### src/rtl/msrv32_wb_queue_unit_if.sv
// Bus bundle for msrv32_wb_queue_unit.
// Purpose : groups the write-back request, register-file write port,
//           forwarding lookup and status signals of the buffered write-back stage.
// Modports: master - the core side; it drives requests, the rf ready and lookup addresses.
//           slave  - the queue unit itself.
// Signals : flush_in, wb_valid_in/wb_ready_out, wb_mux_sel_in, wb_src_bus_in,
//           rd_addr_in, rf_wr_en_in, rf_valid_out/rf_ready_in, rf_rd_addr_out,
//           rf_wr_en_out, rf_wr_data_out, rs1/rs2_addr_in, fwd1/2_hit_out,
//           fwd1/2_data_out, count_out.
interface msrv32_wb_queue_unit_if #(
  parameter int XLEN    = 32,
  parameter int NUM_SRC = 8,
  parameter int SEL_W   = 3,
  parameter int DEPTH   = 2
);
  localparam int CNT_W = $clog2(DEPTH + 1);

  logic                    flush_in;
  logic                    wb_valid_in;
  logic                    wb_ready_out;
  logic [SEL_W-1:0]        wb_mux_sel_in;
  logic [NUM_SRC*XLEN-1:0] wb_src_bus_in;
  logic [4:0]              rd_addr_in;
  logic                    rf_wr_en_in;
  logic                    rf_valid_out;
  logic                    rf_ready_in;
  logic [4:0]              rf_rd_addr_out;
  logic                    rf_wr_en_out;
  logic [XLEN-1:0]         rf_wr_data_out;
  logic [4:0]              rs1_addr_in;
  logic [4:0]              rs2_addr_in;
  logic                    fwd1_hit_out;
  logic                    fwd2_hit_out;
  logic [XLEN-1:0]         fwd1_data_out;
  logic [XLEN-1:0]         fwd2_data_out;
  logic [CNT_W-1:0]        count_out;

  modport master (
    output flush_in, wb_valid_in, wb_mux_sel_in, wb_src_bus_in, rd_addr_in,
           rf_wr_en_in, rf_ready_in, rs1_addr_in, rs2_addr_in,
    input  wb_ready_out, rf_valid_out, rf_rd_addr_out, rf_wr_en_out,
           rf_wr_data_out, fwd1_hit_out, fwd2_hit_out, fwd1_data_out,
           fwd2_data_out, count_out
  );

  modport slave (
    input  flush_in, wb_valid_in, wb_mux_sel_in, wb_src_bus_in, rd_addr_in,
           rf_wr_en_in, rf_ready_in, rs1_addr_in, rs2_addr_in,
    output wb_ready_out, rf_valid_out, rf_rd_addr_out, rf_wr_en_out,
           rf_wr_data_out, fwd1_hit_out, fwd2_hit_out, fwd1_data_out,
           fwd2_data_out, count_out
  );
endinterface

### src/rtl/msrv32_wb_queue_unit.sv
// msrv32_wb_queue_unit
// Purpose : buffered write-back stage. It selects one of NUM_SRC result buses
//           for each instruction. It queues (rd, wr_en, data) in a DEPTH-entry
//           FIFO in front of the register-file write port. It also forwards
//           rs1/rs2 from queued entries and supports a pipeline flush.
// Ports   : ms_riscv32_mp_clk_in   - core clock, rising edge.
//           ms_riscv32_mp_rst_n_in - synchronous reset, active low.
//           wb (slave modport)     - request, register-file, forwarding and
//                                    status signals.
// The interface instance must be built with the same XLEN/NUM_SRC/SEL_W/DEPTH.
module msrv32_wb_queue_unit #(
  parameter int XLEN    = 32,
  parameter int NUM_SRC = 8,
  parameter int SEL_W   = 3,
  parameter int DEPTH   = 2
) (
  input  logic                  ms_riscv32_mp_clk_in,
  input  logic                  ms_riscv32_mp_rst_n_in,
  msrv32_wb_queue_unit_if.slave wb
);
  localparam int CNT_W = $clog2(DEPTH + 1);
  localparam int PTR_W = (DEPTH > 1) ? $clog2(DEPTH) : 1;

  // Entry storage. It is kept in flops, not RAM, because forwarding has to
  // inspect every entry in parallel.
  logic [4:0]       rd_mem_reg   [DEPTH];
  logic             we_mem_reg   [DEPTH];
  logic [XLEN-1:0]  data_mem_reg [DEPTH];

  logic [PTR_W-1:0] rd_ptr_reg, rd_ptr_next;
  logic [PTR_W-1:0] wr_ptr_reg, wr_ptr_next;
  logic [CNT_W-1:0] count_reg, count_next;

  logic [XLEN-1:0]  src_arr [NUM_SRC];
  logic [XLEN-1:0]  sel_data;
  logic [XLEN-1:0]  push_data;
  logic             push_we;
  logic             rf_valid;
  logic             pop;
  logic             ready;
  logic             push;

  // Pointers wrap explicitly at DEPTH-1, so DEPTH need not be a power of two.
  function automatic logic [PTR_W-1:0] ptr_inc(input logic [PTR_W-1:0] p);
    return (p == PTR_W'(DEPTH - 1)) ? '0 : p + 1'b1;
  endfunction

  // ---------------- source select ----------------
  for (genvar gi = 0; gi < NUM_SRC; gi++) begin : g_src
    assign src_arr[gi] = wb.wb_src_bus_in[gi*XLEN +: XLEN];
  end

  // An unmatched select value (>= NUM_SRC) falls back to source 0, the ALU.
  always_comb begin
    sel_data = src_arr[0];
    for (int k = 1; k < NUM_SRC; k++) begin
      if (wb.wb_mux_sel_in == SEL_W'(k)) sel_data = src_arr[k];
    end
  end

  // A write to x0 is queued as a no-op entry. It keeps its FIFO slot but never
  // writes the register file and never forwards.
  assign push_we   = wb.rf_wr_en_in && (wb.rd_addr_in != 5'd0);
  assign push_data = (wb.rd_addr_in == 5'd0) ? '0 : sel_data;

  // ---------------- handshake ----------------
  assign rf_valid = (count_reg != '0);
  assign pop      = rf_valid && wb.rf_ready_in;
  // A full queue still accepts when the head leaves in the same cycle.
  assign ready    = !wb.flush_in && ((count_reg < CNT_W'(DEPTH)) || pop);
  assign push     = wb.wb_valid_in && ready;

  always_comb begin
    count_next  = count_reg;
    rd_ptr_next = pop  ? ptr_inc(rd_ptr_reg) : rd_ptr_reg;
    wr_ptr_next = push ? ptr_inc(wr_ptr_reg) : wr_ptr_reg;
    case ({push, pop})
      2'b10:   count_next = count_reg + 1'b1;
      2'b01:   count_next = count_reg - 1'b1;
      default: count_next = count_reg;
    endcase
  end

  always_ff @(posedge ms_riscv32_mp_clk_in) begin
    if (!ms_riscv32_mp_rst_n_in) begin
      count_reg  <= '0;
      rd_ptr_reg <= '0;
      wr_ptr_reg <= '0;
      for (int i = 0; i < DEPTH; i++) begin
        rd_mem_reg[i]   <= '0;
        we_mem_reg[i]   <= 1'b0;
        data_mem_reg[i] <= '0;
      end
    end else if (wb.flush_in) begin
      // push is already held low by ready. A head popped this cycle has been
      // seen by the register file, so dropping it here loses nothing.
      count_reg  <= '0;
      rd_ptr_reg <= '0;
      wr_ptr_reg <= '0;
    end else begin
      count_reg  <= count_next;
      rd_ptr_reg <= rd_ptr_next;
      wr_ptr_reg <= wr_ptr_next;
      if (push) begin
        rd_mem_reg[wr_ptr_reg]   <= wb.rd_addr_in;
        we_mem_reg[wr_ptr_reg]   <= push_we;
        data_mem_reg[wr_ptr_reg] <= push_data;
      end
    end
  end

  // ---------------- head outputs ----------------
  // The head slot is only overwritten after it has been popped, so these
  // outputs stay stable while the register file stalls.
  assign wb.wb_ready_out   = ready;
  assign wb.rf_valid_out   = rf_valid;
  assign wb.rf_rd_addr_out = rf_valid ? rd_mem_reg[rd_ptr_reg]   : 5'd0;
  assign wb.rf_wr_en_out   = rf_valid ? we_mem_reg[rd_ptr_reg]   : 1'b0;
  assign wb.rf_wr_data_out = rf_valid ? data_mem_reg[rd_ptr_reg] : '0;
  assign wb.count_out      = count_reg;

  // ---------------- forwarding ----------------
  // age_idx[a] is the slot that holds the a-th oldest entry. age_live marks
  // which ages are occupied.
  logic [PTR_W-1:0] age_idx  [DEPTH];
  logic             age_live [DEPTH];

  for (genvar gi = 0; gi < DEPTH; gi++) begin : g_age
    logic [PTR_W:0] sum;
    assign sum           = {1'b0, rd_ptr_reg} + (PTR_W+1)'(gi);
    assign age_idx[gi]   = (sum >= (PTR_W+1)'(DEPTH)) ?
                           PTR_W'(sum - (PTR_W+1)'(DEPTH)) : sum[PTR_W-1:0];
    assign age_live[gi]  = (CNT_W'(gi) < count_reg);
  end

  for (genvar gi = 0; gi < 2; gi++) begin : g_fwd
    logic [4:0]      rs;
    logic            hit;
    logic [XLEN-1:0] data;

    assign rs = (gi == 0) ? wb.rs1_addr_in : wb.rs2_addr_in;

    // Entries are scanned from oldest to youngest. A later match overrides
    // an earlier one, so the youngest match wins.
    always_comb begin
      hit  = 1'b0;
      data = '0;
      for (int a = 0; a < DEPTH; a++) begin
        if (age_live[a] && we_mem_reg[age_idx[a]] &&
            rd_mem_reg[age_idx[a]] == rs && rs != 5'd0) begin
          hit  = 1'b1;
          data = data_mem_reg[age_idx[a]];
        end
      end
    end
  end

  assign wb.fwd1_hit_out  = g_fwd[0].hit;
  assign wb.fwd1_data_out = g_fwd[0].data;
  assign wb.fwd2_hit_out  = g_fwd[1].hit;
  assign wb.fwd2_data_out = g_fwd[1].data;
endmodule

### src/flat_wrapper.sv
// flat-port wrapper written by rule: the top's interface ports become plain ports
module msrv32_wb_queue_unit_flat 
#(
  parameter int XLEN    = 32,
  parameter int NUM_SRC = 8,
  parameter int SEL_W   = 3,
  parameter int DEPTH   = 2
)
  (ms_riscv32_mp_clk_in, ms_riscv32_mp_rst_n_in, wb_flush_in, wb_wb_valid_in, wb_wb_mux_sel_in, wb_wb_src_bus_in, wb_rd_addr_in, wb_rf_wr_en_in, wb_rf_ready_in, wb_rs1_addr_in, wb_rs2_addr_in, wb_wb_ready_out, wb_rf_valid_out, wb_rf_rd_addr_out, wb_rf_wr_en_out, wb_rf_wr_data_out, wb_fwd1_hit_out, wb_fwd2_hit_out, wb_fwd1_data_out, wb_fwd2_data_out, wb_count_out);
  msrv32_wb_queue_unit_if #(.XLEN(XLEN), .NUM_SRC(NUM_SRC), .SEL_W(SEL_W), .DEPTH(DEPTH)) wb_i ();
  input  logic ms_riscv32_mp_clk_in;
  input  logic ms_riscv32_mp_rst_n_in;
  input wire logic [$bits(wb_i.flush_in)-1:0] wb_flush_in;
  input wire logic [$bits(wb_i.wb_valid_in)-1:0] wb_wb_valid_in;
  input wire logic [$bits(wb_i.wb_mux_sel_in)-1:0] wb_wb_mux_sel_in;
  input wire logic [$bits(wb_i.wb_src_bus_in)-1:0] wb_wb_src_bus_in;
  input wire logic [$bits(wb_i.rd_addr_in)-1:0] wb_rd_addr_in;
  input wire logic [$bits(wb_i.rf_wr_en_in)-1:0] wb_rf_wr_en_in;
  input wire logic [$bits(wb_i.rf_ready_in)-1:0] wb_rf_ready_in;
  input wire logic [$bits(wb_i.rs1_addr_in)-1:0] wb_rs1_addr_in;
  input wire logic [$bits(wb_i.rs2_addr_in)-1:0] wb_rs2_addr_in;
  output wire logic [$bits(wb_i.wb_ready_out)-1:0] wb_wb_ready_out;
  output wire logic [$bits(wb_i.rf_valid_out)-1:0] wb_rf_valid_out;
  output wire logic [$bits(wb_i.rf_rd_addr_out)-1:0] wb_rf_rd_addr_out;
  output wire logic [$bits(wb_i.rf_wr_en_out)-1:0] wb_rf_wr_en_out;
  output wire logic [$bits(wb_i.rf_wr_data_out)-1:0] wb_rf_wr_data_out;
  output wire logic [$bits(wb_i.fwd1_hit_out)-1:0] wb_fwd1_hit_out;
  output wire logic [$bits(wb_i.fwd2_hit_out)-1:0] wb_fwd2_hit_out;
  output wire logic [$bits(wb_i.fwd1_data_out)-1:0] wb_fwd1_data_out;
  output wire logic [$bits(wb_i.fwd2_data_out)-1:0] wb_fwd2_data_out;
  output wire logic [$bits(wb_i.count_out)-1:0] wb_count_out;
  assign wb_i.flush_in = wb_flush_in;
  assign wb_i.wb_valid_in = wb_wb_valid_in;
  assign wb_i.wb_mux_sel_in = wb_wb_mux_sel_in;
  assign wb_i.wb_src_bus_in = wb_wb_src_bus_in;
  assign wb_i.rd_addr_in = wb_rd_addr_in;
  assign wb_i.rf_wr_en_in = wb_rf_wr_en_in;
  assign wb_i.rf_ready_in = wb_rf_ready_in;
  assign wb_i.rs1_addr_in = wb_rs1_addr_in;
  assign wb_i.rs2_addr_in = wb_rs2_addr_in;
  assign wb_wb_ready_out = wb_i.wb_ready_out;
  assign wb_rf_valid_out = wb_i.rf_valid_out;
  assign wb_rf_rd_addr_out = wb_i.rf_rd_addr_out;
  assign wb_rf_wr_en_out = wb_i.rf_wr_en_out;
  assign wb_rf_wr_data_out = wb_i.rf_wr_data_out;
  assign wb_fwd1_hit_out = wb_i.fwd1_hit_out;
  assign wb_fwd2_hit_out = wb_i.fwd2_hit_out;
  assign wb_fwd1_data_out = wb_i.fwd1_data_out;
  assign wb_fwd2_data_out = wb_i.fwd2_data_out;
  assign wb_count_out = wb_i.count_out;
  msrv32_wb_queue_unit #(.XLEN(XLEN), .NUM_SRC(NUM_SRC), .SEL_W(SEL_W), .DEPTH(DEPTH)) u_core (.ms_riscv32_mp_clk_in(ms_riscv32_mp_clk_in), .ms_riscv32_mp_rst_n_in(ms_riscv32_mp_rst_n_in), .wb(wb_i));
endmodule
### config.mk
export PLATFORM = sky130hd
export DESIGN_NAME = msrv32_wb_queue_unit_flat
export DESIGN_NICKNAME = d
export VERILOG_FILES = /design/src/rtl/msrv32_wb_queue_unit_if.sv /design/src/rtl/msrv32_wb_queue_unit.sv /design/src/flat_wrapper.sv
export SDC_FILE = /design/constraint.sdc
export NUM_CORES = 1
export LEC_CHECK = 0
export CAP_MARGIN = 0
export CORE_AREA = 2 2 152 154
export CTS_BUF_LIST = sky130_fd_sc_hd__clkbuf_4
export DETAILED_ROUTE_END_ITERATION = 12
export DIE_AREA = 0 0 154 156
export MAX_ROUTING_LAYER = met4
export PLACE_DENSITY = 0.75
export SYNTH_ARGS = -nofsm -noshare
export SYNTH_HDL_FRONTEND = slang
export SYNTH_SLANG_ARGS = --single-unit
### constraint.sdc
create_clock -name ms_riscv32_mp_clk_in -period 4.8 [get_ports ms_riscv32_mp_clk_in]
set_input_delay 0.72 -clock ms_riscv32_mp_clk_in [delete_from_list [all_inputs] [get_ports ms_riscv32_mp_clk_in]]
set_output_delay 0.72 -clock ms_riscv32_mp_clk_in [all_outputs]
set_load 0.005 [all_outputs]
==> run_results.csv <==
group,metric,value,unit
setup_path,worst_setup_path_start_kind,"flop",
detailed_routing,detail-route-antenna-nets,0,
clock_tree,tritoncts,"done",
min_path,hp-class,"reg -> reg",
die,io_pins,388,
global_route,grt_pass1_vias,8299,
place,dp_hpwl,25100,um
clock_tree,cts.sinks,81,
pwr,leakage,0.00464,uW
place,gp_congestion,0.892,
setup_path,max_stage_delay,870,ps
clock_tree,hold_buffers,0,
yosys,synthesis.area,8060,um^2
clock_tree,htreeDepth,3,
yosys,syn_avg_cell_area,9.04,um^2
sta,hold_ws,495,ps
yosys,synth_top_area_share,0.276,
global_route,grt_max_degree,97,
clock_tree,numCtsBuffers,9,
yosys,synth_xor_area_frac,0.0270,
cells_and_area,fillers,2026,
sta,max_slew_margin,0.260,
yosys,synth_mux_area_frac,0.265,
yosys,synth_warnings,0,
setup_path,cp.arrival,3710,ps
sta,min_period,4430,ps
yosys,synth_top_family_by_area,"multiplexers",
min_path,hp-start,"u_core.we_mem_reg[1]",
detailed_routing,first_iter_violations,544,
cells_and_area,utilization,0.550,
pwr,vdd_drop_max,0.000126,V
clock_tree,clk_root_buffer_cell,"clkbuf_4",
setup_path,cp-end-kind,"output pin",
yosys,yosys-top-cells-area,"edfxtp_1 (28%), mux2i_1 (17%), mux2_2 (9.1%)",
yosys,ys_async_sr_fraction,0,
cells_and_area,syn_to_final_growth,52.5,%
die,rows,55,
yosys,synthesis.instances,892,
global_route,antenna_found_initial,5,
sta,max_freq,226,MHz
detailed_routing,routed_wl,32500,um
clock_tree,clock_path_buffers,2,
detailed_routing,vias_per_cell,5.68,
sta,rsz0062_at_grt,"false",
sta,tightest_slew,1110,ps
yosys,synth.top_cells.by_count,"mux2i_1 (135), o21ai_0 (129), nor2_1 (79), edfxtp_1 (74), clkbuf_1 (69)",
flow_run,drv_cap,0,
pwr,p_total,2080,uW
sta,finalHoldViolations,0,
yosys,synth_compound_area_frac,0.218,
sta,slew_viol_final,0,
setup_path,cp_slowest_cell,"or4_2",
die,dieWidth,154,um
setup_path,rr_startpoint,"u_core.wb.count_out[0]",
detailed_routing,drc_errors,0,
clock_tree,worstSkewPairLatency,440,ps
global_route,grt_pass1_wl,48000,um
detailed_routing,routed-via-count,8598,
setup_path,crit_type,"reg -> out",
global_route,grt_overflow_total,0,
yosys,synth_fa_ha_area_frac,0.00466,
clock_tree,cts_resized,0,
yosys,synth_fp_nets,1175,
setup_path,cpMostUsedCell,"mux2i_1",
die,die_area,24000,um^2
detailed_routing,dr.pass1.iters,5,
yosys,synth_edf_count,74,
setup_path,rrSetupSlack,1900,ps
status,status,"completed",
sta,setup_viol,0,
clock_tree,cts_setup_buffers,0,
setup_path,critical_path.reg2reg.endpoint,"u_core.data_mem_reg[0][24]",
sta,fin_crit_sh,0.923,
yosys,ys.flop_type,"edfxtp_1",
place,numPortBuffers,387,
yosys,yosys.area_share.simple,0.138,
cells_and_area,largest_register_ffs,64,
setup_path,critical_path_required,4080,ps
sta,fin_setup_tns,0,ps
min_path,hold_path_depth,1,
yosys,yosysTopAreaCell,"edfxtp_1",
setup_path,reg2regPathDepth,8,
cells_and_area,drive_gt1_frac,0.102,
yosys,synth-seq-cells,81,
die,die_y,156,um
yosys,yosysSeqAreaShare,0.293,
setup_path,path_max_fanout,24,
yosys,synth.most_common_cell,"mux2i_1",
die,start_util,0.360,
yosys,synth_cell_type_count,42,
pwr,p_per_area,169,nW/um^2
sta,clock-skew-final,10.1,ps
clock_tree,cts.clk_slew.worst_paths,130,ps
detailed_routing,post_drt_wl_per_cell,21.5,um
min_path,hold-path-endpoint,"u_core.we_mem_reg[1]",
setup_path,crit_chain,"mux2i_1, xor2_1, nand4_1, or4_2, buf_4, mux2i_1, clkdlybuf4s50_1",
cells_and_area,nets,1503,
global_route,grtUsageTotal,0.266,
die,design.core.area,22400,um^2
==> worst max-delay path: cells and delay by family, from the launching register on <==
kind	cells	cell delay, ps
XOR/XNOR	1	180
buffers and inverters	2	900
flip-flops	1	530
multiplexers	2	650
AND/OR/NAND/NOR	2	970
==> how the worst max path moves through the flow <==
| stage | from | end |
|---|---|---|
| floorplan | wb_rf_ready_in | u_core.data_mem_reg[0][0] |
| global placement | wb_rs2_addr_in[1] | wb_fwd2_data_out[18] |
| detailed placement | wb_rs2_addr_in[1] | wb_fwd2_data_out[22] |
| CTS | u_core.rd_ptr_reg | wb_fwd2_data_out[22] |
| global route | u_core.rd_ptr_reg | wb_fwd2_data_out[20] |
| finish | u_core.rd_ptr_reg | wb_fwd2_data_out[20] |
==> layer usage <==
metal	global-route usage	routed length, um	vias to the layer above
met2	0.434	15600	402
met1	0.335	13700	4061
met4	0.0908	852	0
met3	0.0442	2340	46
met5	-	0	-
li1	-	-	4089
==> final cells by class <==
class | instances | area [um^2] | area share
flip-flops and latches | 81 | 2360 | 0.192
clock inverters | 7 | 93.8 | 0.00764
repair buffers | 412 | 4070 | 0.331
inverters | 7 | 26.3 | 0.00214
clock buffers | 9 | 67.6 | 0.00550
diodes | 5 | 12.5 | 0.00102
well taps | 285 | 357 | 0.0290
multi-input cells | 709 | 5300 | 0.431
==> per-stage QoR <==
step	setup slack, ps	instances	instance area (um^2)
floorplan	137	892	8060
global placement	556	1494	12100
detailed placement	479	1494	12100
CTS	349	1510	12300
global route	196	1515	12300
finish	368	1515	12300
==> cell usage in the layout, fill, tap and decap left out, drive strengths merged, types with 2 or more instances in the layout <==
cell           synthesis  final
a221o                 32     32
a22oi                 32     32
and2                  43     43
buf                   26     28
bufinv                 0      2
clkbuf                69      9
clkdlybuf4s50          0    384
clkinv                 0      3
dfxtp                  7      7
diode                  0      5
edfxtp                74     74
ha                     3      3
inv                    7      8
mux2                  65     65
mux2i                139    139
nand2                  6      6
nand2b                 4      4
nand3                 29     29
nand4                 40     40
nor2                  79     79
nor2b                  2      2
nor3                   2      2
nor3b                  2      2
nor4                   2      2
o21ai                129    129
o22a                  32     32
o22ai                 33     33
or4                    2      2
xnor2                 15     15
xor2                   9      9
==> report_power, final <==
| group | internal [uW] | leakage (uW) | total, uW | switching, uW |
|---|---|---|---|---|
| clock | 211 | 0.0000840 | 455 | 244 |
| combinational | 419 | 0.00373 | 790 | 371 |
| sequential | 812 | 0.000832 | 834 | 21.8 |
==> logic make-up (layout without fill, tap and decap cells) <==
family	Yosys count	in the layout
xor gates and xnor gates	24	24
adders and majority gates	3	3
other	0	5
and+or+nand+nor	214	214
buffers and inverters	102	435
DFF	81	81
AOI/OAI and AO/OA	264	264
muxes	204	204
(Power assumes the default switching activity.)
